$ cat src/rtl/game_ctrl_pkg.sv
// Shared constants for the Game-of-Life generation sequencer: FSM state
// encodings, window layout and per-cell timing.
package game_ctrl_pkg;

  typedef logic [2:0] state_t;

  localparam state_t ST_IDLE  = 3'd0;
  localparam state_t ST_FETCH = 3'd1;
  localparam state_t ST_EVAL  = 3'd2;
  localparam state_t ST_WAIT  = 3'd3;
  localparam state_t ST_DONE  = 3'd4;

  // 3x3 window, row-major; bit index = (dy+1)*3 + (dx+1)
  localparam int WIN_BITS   = 9;
  localparam int WIN_CENTRE = 4;

  // FETCH runs 10 slots: 9 reads plus one slot to catch the last read data
  localparam int FETCH_SLOTS     = 10;
  localparam int FETCH_LAST_READ = 8;
  localparam int CYCLES_PER_CELL = 12;

  // Column offset (+1) of a fetch slot: 0,1,2 map to dx = -1,0,+1
  function automatic logic [3:0] slot_col(input logic [3:0] slot);
    return slot % 4'd3;
  endfunction

  // Row offset (+1) of a fetch slot: 0,1,2 map to dy = -1,0,+1
  function automatic logic [3:0] slot_row(input logic [3:0] slot);
    return slot / 4'd3;
  endfunction

endpackage

$ cat src/rtl/game_neigh_addr.sv
// Neighbour address generator: maps a cell (x,y) and a fetch slot to the
// linear address of that neighbour, applying toroidal wrap or reporting
// that the neighbour lies outside the grid.
module game_neigh_addr
  import game_ctrl_pkg::*;
#(
  parameter int W    = 8,
  parameter int H    = 8,
  parameter int WRAP = 0,
  parameter int AW   = $clog2(W*H),
  parameter int XW   = $clog2(W),
  parameter int YW   = $clog2(H)
) (
  input  logic [XW-1:0] i_x,
  input  logic [YW-1:0] i_y,
  input  logic [3:0]    i_slot,
  output logic [AW-1:0] o_addr,
  output logic          o_in_grid
);

  // Coordinates are carried biased by +1 so that -1 becomes 0 and no
  // signed arithmetic is needed.
  logic [15:0] w_xp1;
  logic [15:0] w_yp1;
  logic [15:0] w_nx;
  logic [15:0] w_ny;
  logic        w_in_x;
  logic        w_in_y;

  // Biased neighbour coordinates and per-axis range tests
  always_comb begin
    w_xp1  = 16'(i_x) + 16'(slot_col(i_slot));
    w_yp1  = 16'(i_y) + 16'(slot_row(i_slot));
    w_in_x = (w_xp1 != 16'd0) && (w_xp1 <= 16'(W));
    w_in_y = (w_yp1 != 16'd0) && (w_yp1 <= 16'(H));
  end

  // Unbias, wrapping around the torus edges when enabled
  always_comb begin
    w_nx = w_xp1 - 16'd1;
    w_ny = w_yp1 - 16'd1;
    if (WRAP != 0) begin
      if (w_xp1 == 16'd0)       w_nx = 16'(W - 1);
      else if (w_xp1 > 16'(W))  w_nx = 16'd0;
      if (w_yp1 == 16'd0)       w_ny = 16'(H - 1);
      else if (w_yp1 > 16'(H))  w_ny = 16'd0;
    end
  end

  // Linear address and in-grid flag (always in-grid on a torus)
  always_comb begin
    o_addr    = AW'(32'(w_ny) * 32'(W) + 32'(w_nx));
    o_in_grid = (WRAP != 0) ? 1'b1 : (w_in_x && w_in_y);
  end

endmodule

$ cat src/rtl/game_generation_ctrl.sv
// One Game-of-Life generation: for each cell, fetch its 3x3 neighbourhood
// from the current bank, hand it to the evaluator, write the result to the
// other bank; swap banks once the whole grid has been processed.
module game_generation_ctrl
  import game_ctrl_pkg::*;
#(
  parameter int W    = 8,
  parameter int H    = 8,
  parameter int WRAP = 0,
  parameter int AW   = $clog2(W*H)
) (
  input  logic                clk,
  input  logic                rst,
  input  logic                start,
  output logic                busy,
  output logic                done,
  output logic [15:0]         gen_count,
  output logic                bank_sel,
  output logic                rd_en,
  output logic [AW-1:0]       rd_addr,
  input  logic                rd_data,
  output logic                wr_en,
  output logic [AW-1:0]       wr_addr,
  output logic                wr_data,
  output logic [WIN_BITS-1:0] win,
  output logic                win_vld,
  input  logic                res,
  input  logic                res_vld,
  output logic                err
);

  localparam int XW = $clog2(W);
  localparam int YW = $clog2(H);

  state_t              r_state;
  logic [XW-1:0]       r_x;
  logic [YW-1:0]       r_y;
  logic [3:0]          r_slot;
  logic                r_prev_rd;
  logic                r_bank;
  logic [15:0]         r_gen;
  logic                r_err;
  logic [WIN_BITS-1:0] r_win;

  logic [AW-1:0]       w_nb_addr;
  logic                w_nb_in;
  logic                w_issue;
  logic                w_last_x;
  logic                w_last_y;
  logic [AW-1:0]       w_cell_addr;

  game_neigh_addr #(
    .W    (W),
    .H    (H),
    .WRAP (WRAP),
    .AW   (AW),
    .XW   (XW),
    .YW   (YW)
  ) u_neigh (
    .i_x       (r_x),
    .i_y       (r_y),
    .i_slot    (r_slot),
    .o_addr    (w_nb_addr),
    .o_in_grid (w_nb_in)
  );

  // Read issue qualification and current-cell bookkeeping
  always_comb begin
    w_issue     = (r_state == ST_FETCH) && (r_slot <= 4'(FETCH_LAST_READ)) && w_nb_in;
    w_last_x    = (r_x == XW'(W - 1));
    w_last_y    = (r_y == YW'(H - 1));
    w_cell_addr = AW'(32'(r_y) * 32'(W) + 32'(r_x));
  end

  // Sequencer: walks every cell through FETCH -> EVAL -> WAIT, then DONE
  always_ff @(posedge clk or posedge rst) begin
    if (rst) begin
      r_state   <= ST_IDLE;
      r_x       <= '0;
      r_y       <= '0;
      r_slot    <= '0;
      r_prev_rd <= 1'b0;
      r_bank    <= 1'b0;
      r_gen     <= '0;
      r_err     <= 1'b0;
      r_win     <= '0;
    end else begin
      case (r_state)
        ST_IDLE: begin
          if (start) begin
            r_x       <= '0;
            r_y       <= '0;
            r_slot    <= '0;
            r_prev_rd <= 1'b0;
            r_state   <= ST_FETCH;
          end
        end
        ST_FETCH: begin
          // Data for slot i-1 arrives now; skipped (out-of-grid) slots read as dead
          if (r_slot != 4'd0) r_win[r_slot - 4'd1] <= r_prev_rd & rd_data;
          r_prev_rd <= w_issue;
          if (r_slot == 4'(FETCH_SLOTS - 1)) r_state <= ST_EVAL;
          else                               r_slot  <= r_slot + 4'd1;
        end
        ST_EVAL: begin
          r_state <= ST_WAIT;
        end
        ST_WAIT: begin
          if (!res_vld) r_err <= 1'b1;
          r_slot <= '0;
          if (w_last_x && w_last_y) begin
            r_x     <= '0;
            r_y     <= '0;
            r_state <= ST_DONE;
          end else begin
            if (w_last_x) begin
              r_x <= '0;
              r_y <= r_y + 1'b1;
            end else begin
              r_x <= r_x + 1'b1;
            end
            r_state <= ST_FETCH;
          end
        end
        ST_DONE: begin
          r_bank  <= ~r_bank;
          r_gen   <= r_gen + 16'd1;
          r_state <= ST_IDLE;
        end
        default: r_state <= ST_IDLE;
      endcase
    end
  end

  // Output decode; address buses are held at zero when not strobed
  always_comb begin
    busy      = (r_state != ST_IDLE);
    done      = (r_state == ST_DONE);
    gen_count = r_gen;
    bank_sel  = r_bank;
    rd_en     = w_issue;
    rd_addr   = w_issue ? w_nb_addr : '0;
    wr_en     = (r_state == ST_WAIT);
    wr_addr   = (r_state == ST_WAIT) ? w_cell_addr : '0;
    wr_data   = (r_state == ST_WAIT) & res;
    win       = r_win;
    win_vld   = (r_state == ST_EVAL);
    err       = r_err;
  end

endmodule

$ cat config.mk
export PLATFORM = sky130hd
export DESIGN_NAME = game_generation_ctrl
export DESIGN_NICKNAME = d
export VERILOG_FILES = /design/src/rtl/game_ctrl_pkg.sv /design/src/rtl/game_neigh_addr.sv /design/src/rtl/game_generation_ctrl.sv
export SDC_FILE = /design/constraint.sdc
export NUM_CORES = 1
export LEC_CHECK = 0
export ABC_AREA = 1
export CORE_AREA = 2 2 65 98
export DETAILED_ROUTE_END_ITERATION = 8
export DIE_AREA = 0 0 67 100
export PLACE_DENSITY = 0.8
export SYNTH_ARGS = -nofsm -noshare
export SYNTH_HDL_FRONTEND = slang
export SYNTH_SLANG_ARGS = --single-unit
export TNS_END_PERCENT = 50
$ cat constraint.sdc
create_clock -name clk -period 4.92 [get_ports clk]
set_input_delay 0.492 -clock clk [delete_from_list [all_inputs] [get_ports clk]]
set_output_delay 0.492 -clock clk [all_outputs]
set_load 0.01 [all_outputs]
# After elaboration in Yosys (flattened, before gate mapping)
# Cells that the tools add are included.
# totals
regBits,41
in_bits,6
out_inout_bits,45
wordCells,85
# op_classes
addsub,11
n_div,2
n_lt_le_gt_ge,5
eq_ne,11
n_mux,21
bitwise_logic,4
reduce_logical,22
# op_table
cell,n
$reduce_bool 16->1,2
$mux 3,8
$add 16x1->16 const B,1
$le 16x4->1 const B,1
$mux 6,2
$pmux 3 s2,2
$pmux 3 s4,1
$pmux 4 s3,1
$add 3x4->5,2
$reduce_and 2->1,5
$bwmux 9,1
$eq 3x3->1 const B,3
$mux 4,2
$logic_and 1x1->1,7
$add 3x1->3 const B,2
$add 6x3->6,1
$add 6x6->6,1
$eq 3x2->1 const B,2
$reduce_and 3->1,2
$reduce_bool 3->1,2
$sub 6x1->6 const B,1
$le 5x4->1 const B,1
$lt 4x5->1 const B,1
$add 4x1->4 const B,1
other kinds (19),24

# Logic depth before layout (Yosys ltp)
# depth
depth_word,7
mapped_depth,29
mapped_depth_nobuf,29

# Hierarchy
# From an unflattened synthesis, not the netlist that was laid out.
# unflattened
cells_unflattened,412
hier_area_um2,3215.6
# by_module_without_submodules
module,instances,cells_per_inst,area_each_um2,seq_area_each_um2
game_generation_ctrl,1,292,2361.0,1026.0
game_neigh_addr,1,120,854.6,0.0

# Worst setup path before layout
# No wires, ideal clock.
# synth_timing
kind,reg-to-output
startpoint,register r_slot[3]
endpoint,output rd_addr[5]
t_arrival_ps,4045
required_time_ps,4428
slack_ps,383
stages_incl_launch_ff,25
n_path_buf,0
cell_sequence,dfrtp_1 inv_2 nand2_1 inv_1 ha_1 inv_1 ha_1 nand3_1 and2_2 ha_1 inv_1 nand2_1 nor2_1 inv_1 ha_1 inv_1 fa_1 ha_1 ha_1 inv_1 ha_1 a21oi_1 o21ai_0 xnor2_1 nor2_1
# synth_between
elab_chain_cells,7
elab_cells_between_ends,18
cone_classes,add/sub: 5; div: 2; order compare: 3; mux: 1; reduce/logical: 7
# synth_lines
item,line,text
from (decl),game_generation_ctrl.sv:38,logic [3:0] r_slot;
from (signal assigned),game_generation_ctrl.sv:103,else r_slot <= r_slot + 4'd1;
"parallel branches: the longest is 6 deep, another holds $sub 6x1->6",n/a,
$mux 6 *,game_generation_ctrl.sv:142,rd_addr = w_issue ? w_nb_addr : '0;
to (decl),game_generation_ctrl.sv:20,"output logic [AW-1:0] rd_addr,"
# Every way passes the cells marked *.

# Worst setup path after layout
# layout_timing
startpoint,register r_slot[2]
endpoint,output rd_addr[4]
# Same word-level chain as after synthesis.

==> reports/results.txt <==
Outcome: complete, no violations
Clock power frac: 43.8%
Peak supply drop: 0.288 mV
Max-Slew Margin vs Limit: 66.0%
Period minus WS final: 4.84 ns
Part of the cycle the worst path needs: 98.3%
Core Area: 5960 um2
Max Clock Skew: 0.00819 ns
Nets: 448
Std-Cell Rows: 35
Final worst slack: 0.0813 ns
Worst-path fanout max: 4
Cell area after synthesis: 2790 um2
Power per Cell Area: 179 nW/um2
Tightest Pin Transition: 0.510 ns
Synth warn: 0
Cts bufs inserted: 5
CTS tree: done
Syn_nets: 379
Worst Path Required: 4.43 ns
PortBufs: 50
Overall Global Routing Usage: 21.1%
First-pass GRT wire length: 10800 um
Overall power: 656 uW
Post-synthesis cell count: 342
Sw Pwr: 138 uW
Grt ovf: 0
Vert. Die Dim: 100 um
Yosys top cell by area: dfrtp_1
Via-to-Cell Ratio: 5.05
Detail Route Antenna Nets: 0
Routability Congestion: 0.894
# hold bufs at CTS: 0
Synth cell types: 32
N_diodes: 0
Clock Pin Slew Worst Setup and Hold Paths: 0.08 ns
DRC: 0
Starting Density: 46.9%
Synthesized area per cell: 8.17 um2
Worst setup SP type: register
DP Wirelength: 4870 um
Initial DRT Pass Iterations: 4
WL final: 6480 um
Num ports: 51
Worst-Skew Late Latency: 0.30 ns
Routed WL per cell: 13.3 um
RSZ-0062 raised after global routing: true
Antenna violations before repair: 0
Yosys top cell area share: 36.7%
Share of layout cells above drive strength 1: 14.3%
Fin. Hold Viols: 0
DR iter-0 viols: 51
Vias: 2456
Post-synth EDFFs: 0
Width of the die: 67 um
Hold crit path type: reg -> reg
P&R area growth vs syn: 31.3%
Ys async rst share: 100%
CTS Buffer Depth: 2
Clock sink count: 41
Cell area after placement: 3460 um2
Max-capacitance violation count: 0
Top cells by count, synth: 60 x nand2_1, 50 x nor2_1, 49 x inv_1, 41 x dfrtp_1, 28 x ha_1
Design area: 3670 um2
Sw frac: 21.0%
Top post-synthesis cells by area: dfrtp_1 37%, ha_1 13%, nand2_1 8.1%
Int Pwr: 518 uW
H-tree depth: 2
Seq pwr share: 52.3%
Final setup violation count: 0
CTS root buf: clkbuf_8
Setup CP Type: reg -> out
Critical path data arrival time: 4.35 ns
Die Footprint: 6700 um2
Peak Freq: 0.207 GHz
P_leak: 0.00183 uW
Final Max Slew Viols: 0
Pin count of the biggest net entering global routing: 42
Comb pwr share: 3.9%
Worst setup EP type: primary output
Seq cells post-synth: 41
Top-count cell post-synth: nand2_1
Sequential area share after synthesis: 36.7%
Vias in the first global route: 2525
Post-synth top flop: dfrtp_1
Placement Setup Slack: -0.0462 ns
final cells by class:
| cell class | count | area, um2 |
|---|---|---|
| clock inverters | 2 | 37.5 |
| flip-flops and latches | 41 | 1030 |
| clock buffers | 6 | 82.6 |
| inverters | 51 | 191 |
| fillers | 532 | 2290 |
| repair buffers | 63 | 596 |
| multi-input cells | 249 | 1640 |
| well taps | 74 | 92.6 |
layer usage:
layer / share of wire, % / track usage [%]
met1: 37 / 21.9
met2: 54 / 38.7
met3: 4.6 / 3.59
met4: 3.8 / 11.5
met5: 0 / 0
power groups by stage:
stage	Sequential (uW)	Combinational, uW	Clock [uW]
after detailed placement	350	26.3	0
final	343	25.8	287
after global placement	349	26.1	0
after global routing	343	29.3	307
after CTS	343	26.6	296
after floorplan	351	9.03	0
flip-flops by register name, indices dropped and copies added, names as in the netlist:
name,count
err,1
win,9
bank_sel,1
r_slot,4
gen_count,16
r_y,3
r_x,3
r_prev_rd,1
r_state,3
critical path, stage by stage (launching register included):
cell and delay (ns):
dfrtp_1 0.39, nand2_1 0.09, inv_1 0.04, ha_1 0.16, inv_1 0.08, ha_4 0.16, nand3_1 0.11, and2_2 0.22
ha_1 0.21, inv_1 0.07, nand2_1 0.08, o21ai_0 0.20, ha_1 0.35, nand2_1 0.10, nand2_1 0.09, a31oi_4 0.18
nand3_1 0.14, nand3_1 0.20, nand2_1 0.09, ha_1 0.34, a21oi_1 0.16, nand2_1 0.08, xnor2_1 0.12, nor2_1 0.09
dlygate4sd2_1 0.27
cell usage in the layout (no fill, tap or decap), types with 13 or more instances in the layout:
cell type / Yosys / layout
nand2_1: 60 / 59
a21oi_1: 18 / 17
nand3_1: 22 / 22
dfrtp_1: 41 / 41
clkdlybuf4s50_1: 0 / 46
buf_4: 0 / 13
ha_1: 28 / 24
inv_1: 49 / 47
nor2_1: 50 / 49
through the flow:
step           hold slack [ns]  util (%)  TNS [ns]  std cells
6_report                 0.476      61.6         0        486
5_1_grt                  0.485      61.6    -0.982        486
4_1_cts                  0.480      60.9         0        484
3_5_place_dp             0.465      58.2   -0.0462        476
3_3_place_gp             0.461      58.2         0        476
2_1_floorplan            0.477         -         0        342
path summary, 6_finish.rpt:
| kind | startpoint | to | slack, ns | depth (start not counted) |
|---|---|---|---|---|
| min in group asynchronous | rst | gen_count[7] | 0.62 | 3 |
| min | bank_sel | bank_sel | 0.48 | 1 |
| max | r_slot[2] | rd_addr[4] | 0.08 | 24 |
| min reg2reg | bank_sel | bank_sel | 0.48 | 1 |
| max reg2reg | r_slot[2] | r_prev_rd | 1.35 | 22 |
| max in group asynchronous | rst | gen_count[5] | 3.94 | 3 |
logic make-up after synthesis:
group | share of synthesized area, %
fa+ha+maj | 14.7
xor+xnor | 7.21
flops | 36.7
compound gates | 7.48
buf+inv | 7.03
simple gates | 26.9
repair_timing:
action,in CTS,in global routing
pin swaps,2,3
gates resized for setup,16,9
setup endpoints to repair,4,7
buffers inserted,0,2
(Power assumes the default switching activity.)
==> variant 1 (same settings) <==
`WRAP` is set to 0 in 2 places; all go to 1.
--- a/src/rtl/game_neigh_addr.sv
+++ b/src/rtl/game_neigh_addr.sv
@@ -6,7 +6,7 @@
 #(
   parameter int W    = 8,
   parameter int H    = 8,
-  parameter int WRAP = 0,
+  parameter int WRAP = 1,
   parameter int AW   = $clog2(W*H),
   parameter int XW   = $clog2(W),
   parameter int YW   = $clog2(H)
--- a/src/rtl/game_generation_ctrl.sv
+++ b/src/rtl/game_generation_ctrl.sv
@@ -6,7 +6,7 @@
 #(
   parameter int W    = 8,
   parameter int H    = 8,
-  parameter int WRAP = 0,
+  parameter int WRAP = 1,
   parameter int AW   = $clog2(W*H)
 ) (
   input  logic                clk,
Function: changed (a bounded check fails within 4 cycles, from zero or initial values and one cycle with rst high).
==> variant 1 against the original RTL <==
- the flow now finishes with violations (negative setup slack)
- register-to-register slack improved by 1400 ps
- via count increased by 2.2%
- setup slack got worse by 150 ps
- sequential cell count unchanged
- synthesized area decreased by 1.4%
- wire length increased by 4.3%
- final cell count increased by 4.9%
- maximum frequency decreased by 3.0%
- critical path depth increased by 5
- design area increased by 4.8%
- core utilization increased by 3.0 points
- critical path type unchanged
- highest routed layer unchanged
Power is not shown: default switching activity piles up to over one toggle a cycle in this logic, so the estimate is an artifact.
==> variant 1: results (changes against the original RTL) <==
metric;value;unit;change
outcome;finished, violations left;;
violations;negative setup slack;;
ctsResizeCount;30;;+14
dp_hpwl;4900;um;+0.76%
crit_end;rd_addr[5];;
placed_area;0.00353;mm^2;+2.0%
tightest_slew;809;ps;+299 ps
finClkSkew;4.95;ps;-3.24 ps
synth_nets;381;;+0.53%
worstSkewPairLatency;300;ps;about the same
via_per_inst;4.92;;-2.6%
setup_violations;1;;+1
synth_ff_type;dfrtp_1;;
synth_common_cells;60 x inv_1, 52 x nand2_1, 47 x nor2_1, 41 x dfrtp_1, 26 x ha_1;;
drt_iter0_drc;96;;+88%
ff2ff_setup_slack;2800;ps;+1450 ps
tns;-66.4;ps;-66.4 ps
worst_slack;-66.4;ps;-148 ps
placed_cells;494;;+3.8%
cp-startpoint;r_slot[3];;
yosysSeqAreaShare;37.2;%;+0.52 points
whs_endpoint;gen_count[15];;
yosys.cell_types.count;30;;-6.3%
grt_pass1_wl;10900;um;+0.57%
place_congestion;0.852;;-4.7%
avgSynthCellArea;7.96;um^2;-2.5%
vias;2511;;+2.2%
critical_path.max_stage_delay;580;ps;+190 ps
rr_worst_depth;12;;-45%
regToRegStartpoint;r_slot[1];;
routed_wl;6760;um;+4.3%
cpLargestDelayFamily;adder cells;;
cts_setup_buffers;2;;+2
r2r_end;win[2];;
cp_slowest_cell;fa_2;;
fill_cells;509;;-4.3%
finalNetCount;470;;+4.9%
first_global_vias;2584;;+2.3%
synth_area_leaders;dfrtp_1 37%, ha_1 12%, inv_1 8.2%;;
grt_util_all_layers;20.9;%;-0.22 points
whs;483;ps;+6.20 ps
min_from;gen_count[15];;
drive_gt1_share;22.7;%;+8.4 points
## variant 1: area by class of cell
cell class                 count  area, um^2  area share [%]
sequential                    41        1030            26.7
timing repair buffer          84         752            19.6
clock buffer                   7        86.3            2.25
tap                           74        92.6            2.41
inverter                      64         245            6.38
clock inverter                 1        30.0           0.781
multi-input combinational    239        1610            41.9
## variant 1: metrics by stage
stage / utilization, % / worst slack, ps
2_1_floorplan: - / 269
3_5_place_dp: 59.3 / -355
3_3_place_gp: 59.3 / -168
5_1_grt: 64.6 / -274
6_report: 64.6 / -66.4
4_1_cts: 62.4 / -12.4
## variant 1: cell families after synthesis
group / after synthesis / share of synthesized area (%)
AO/OA/AOI/OAI: 44 / 9.08
XOR/XNOR: 20 / 6.36
adder cells (fa/ha/maj): 29 / 14.0
AND/OR/NAND/NOR: 146 / 24.3
buffers and inverters: 66 / 9.08
flip-flops: 41 / 37.2
## variant 1: layer usage
layer	global-route usage, %	share of wire (%)
met5	0	0
met4	9.42	2.6
met3	3.81	3.1
met2	40.6	57
met1	20.2	37
==> variant 2 (same settings) <==
Without the edit above. Make the reset (`rst`) synchronous in one clocked block.
--- a/src/rtl/game_generation_ctrl.sv
+++ b/src/rtl/game_generation_ctrl.sv
@@ -73,7 +73,7 @@
   end
 
   // Sequencer: walks every cell through FETCH -> EVAL -> WAIT, then DONE
-  always_ff @(posedge clk or posedge rst) begin
+  always_ff @(posedge clk) begin
     if (rst) begin
       r_state   <= ST_IDLE;
       r_x       <= '0;
Function: differs if rst is asserted again (counterexample within 4 cycles, from zero or initial values and one cycle with rst high); with rst held inactive, the same outputs for 10 cycles.
==> variant 2 against the original RTL <==
- sequential share of layout area shrank 5.8 points
- sequential cell count stayed put
- wire length up 3.4%
- non-clock buffer count is 1 higher
- global-route usage grew 0.59 points
- synthesized area grew 4.5%
- setup slack improved by 140 ps
- hold slack better by 3.8 ps
- design area increased by 1.2%
Power is not compared: it rests on default switching activity, and its combinational part moved more than twofold at a synthesized area within 25%.
==> variant 2: results (changes against the original RTL) <==
metric;value;unit;change
avgSynthCellArea;7.55;um^2;-7.6%
stdcell_count;526;;+8.2%
placed_area;0.00357;mm^2;+3.1%
first_global_vias;2716;;+7.6%
synth_compound_area_share;14.2;%;+6.7 points
yosys.cell_types.count;45;;+41%
rr_worst_depth;23;;+4.5%
outcome;finished clean;;
synth_ff_type;dfxtp_1;;
dp_hpwl;5110;um;+4.9%
grt_use_met3;3.36;%;-0.22 points
cp_slowest_cell;clkdlybuf4s50_1;;
gr-usage-met2;39.9;%;+1.2 points
regToRegStartpoint;r_slot[3];;
yosysSeqAreaShare;28.1;%;-8.6 points
drive_gt1_share;17.3;%;+2.9 points
cp_data_arrival_time;4200;ps;-150 ps
cp_max_fo;8;;+4
drt_iter0_drc;75;;+47%
via_per_inst;5.16;;+2.1%
synth_common_cells;59 x inv_1, 49 x nand2_1, 41 x dfxtp_1, 39 x nor2_1, 28 x ha_1;;
fill_cells;557;;+4.7%
place_congestion;0.851;;-4.8%
use_met1;23.6;%;+1.7 points
drt-met1-wl;2630;um;+8.8%
placed_cells;517;;+8.6%
finalNetCount;488;;+8.9%
holdPathStages;2;;+1
whs;480;ps;+3.78 ps
synth-xor-area-share;3.86;%;-3.4 points
grt_max_degree;27;;-36%
r2r_end;r_prev_rd;;
wl_met3;275;um;-8.6%
grt_pass1_wl;11600;um;+7.0%
dr_wl_met2;3560;um;+1.5%
==> variant 2: cell count changes after synthesis, sizes merged, moves of 5 or more <==
cell / change
nand2: -6
nand3: -6
a31oi: +7
o21ai: +7
a211oi: +5
xnor2: -8
dfxtp: +41
a21oi: +10
nor4: +9
inv: +16
nor3: +5
dfrtp: -41
==> variant 2: worst min-delay path, stage by stage, from the launching register on <==
cell and delay (ps):
dfxtp_1 330, nor2_1 50, nor2_1 70
==> variant 2: stage by stage <==
stage | setup slack [ps] | total power, mW
6_report | 226 | 0.932
4_1_cts | 48.5 | 0.933
3_3_place_gp | 86.1 | 0.692
5_1_grt | 3.49 | 0.998
3_5_place_dp | -102 | 0.707
2_1_floorplan | 539 | 0.610
==> variant 2: timing repair <==
| item | CTS | global route |
|---|---|---|
| pin swaps | 2 | 2 |
| hold buffers | 0 | 0 |
| resized for setup | 10 | 15 |
| setup buffers | 0 | 1 |
| setup endpoints to repair | 7 | 7 |
==> variant 2: final cells by class <==
cell class	instances	area, um^2	area share, %
repair buffers	64	606	16.3
multi-input cells	271	1830	49.4
well taps	74	92.6	2.50
clock inverters	3	17.5	0.472
flip-flops and latches	41	825	22.2
inverters	68	268	7.22
clock buffers	5	68.8	1.85
==> variant 2: worst max path at each step <==
stage | start | to | slack, ps
5_1_grt | r_slot[3] | rd_addr[5] | 3
3_3_place_gp | r_slot[3] | rd_addr[5] | 90
2_1_floorplan | r_slot[3] | rd_addr[5] | 540
6_report | r_slot[3] | rd_en | 230
4_1_cts | r_slot[3] | rd_addr[3] | 50
3_5_place_dp | r_slot[3] | rd_addr[5] | -100
==> variant 2: report_power, final <==
part	total, mW	switching (mW)	internal (mW)
Clock	0.225	0.127	0.0981
Sequential	0.355	0.0120	0.343
Combinational	0.352	0.210	0.142
Total	0.932	0.349	0.582
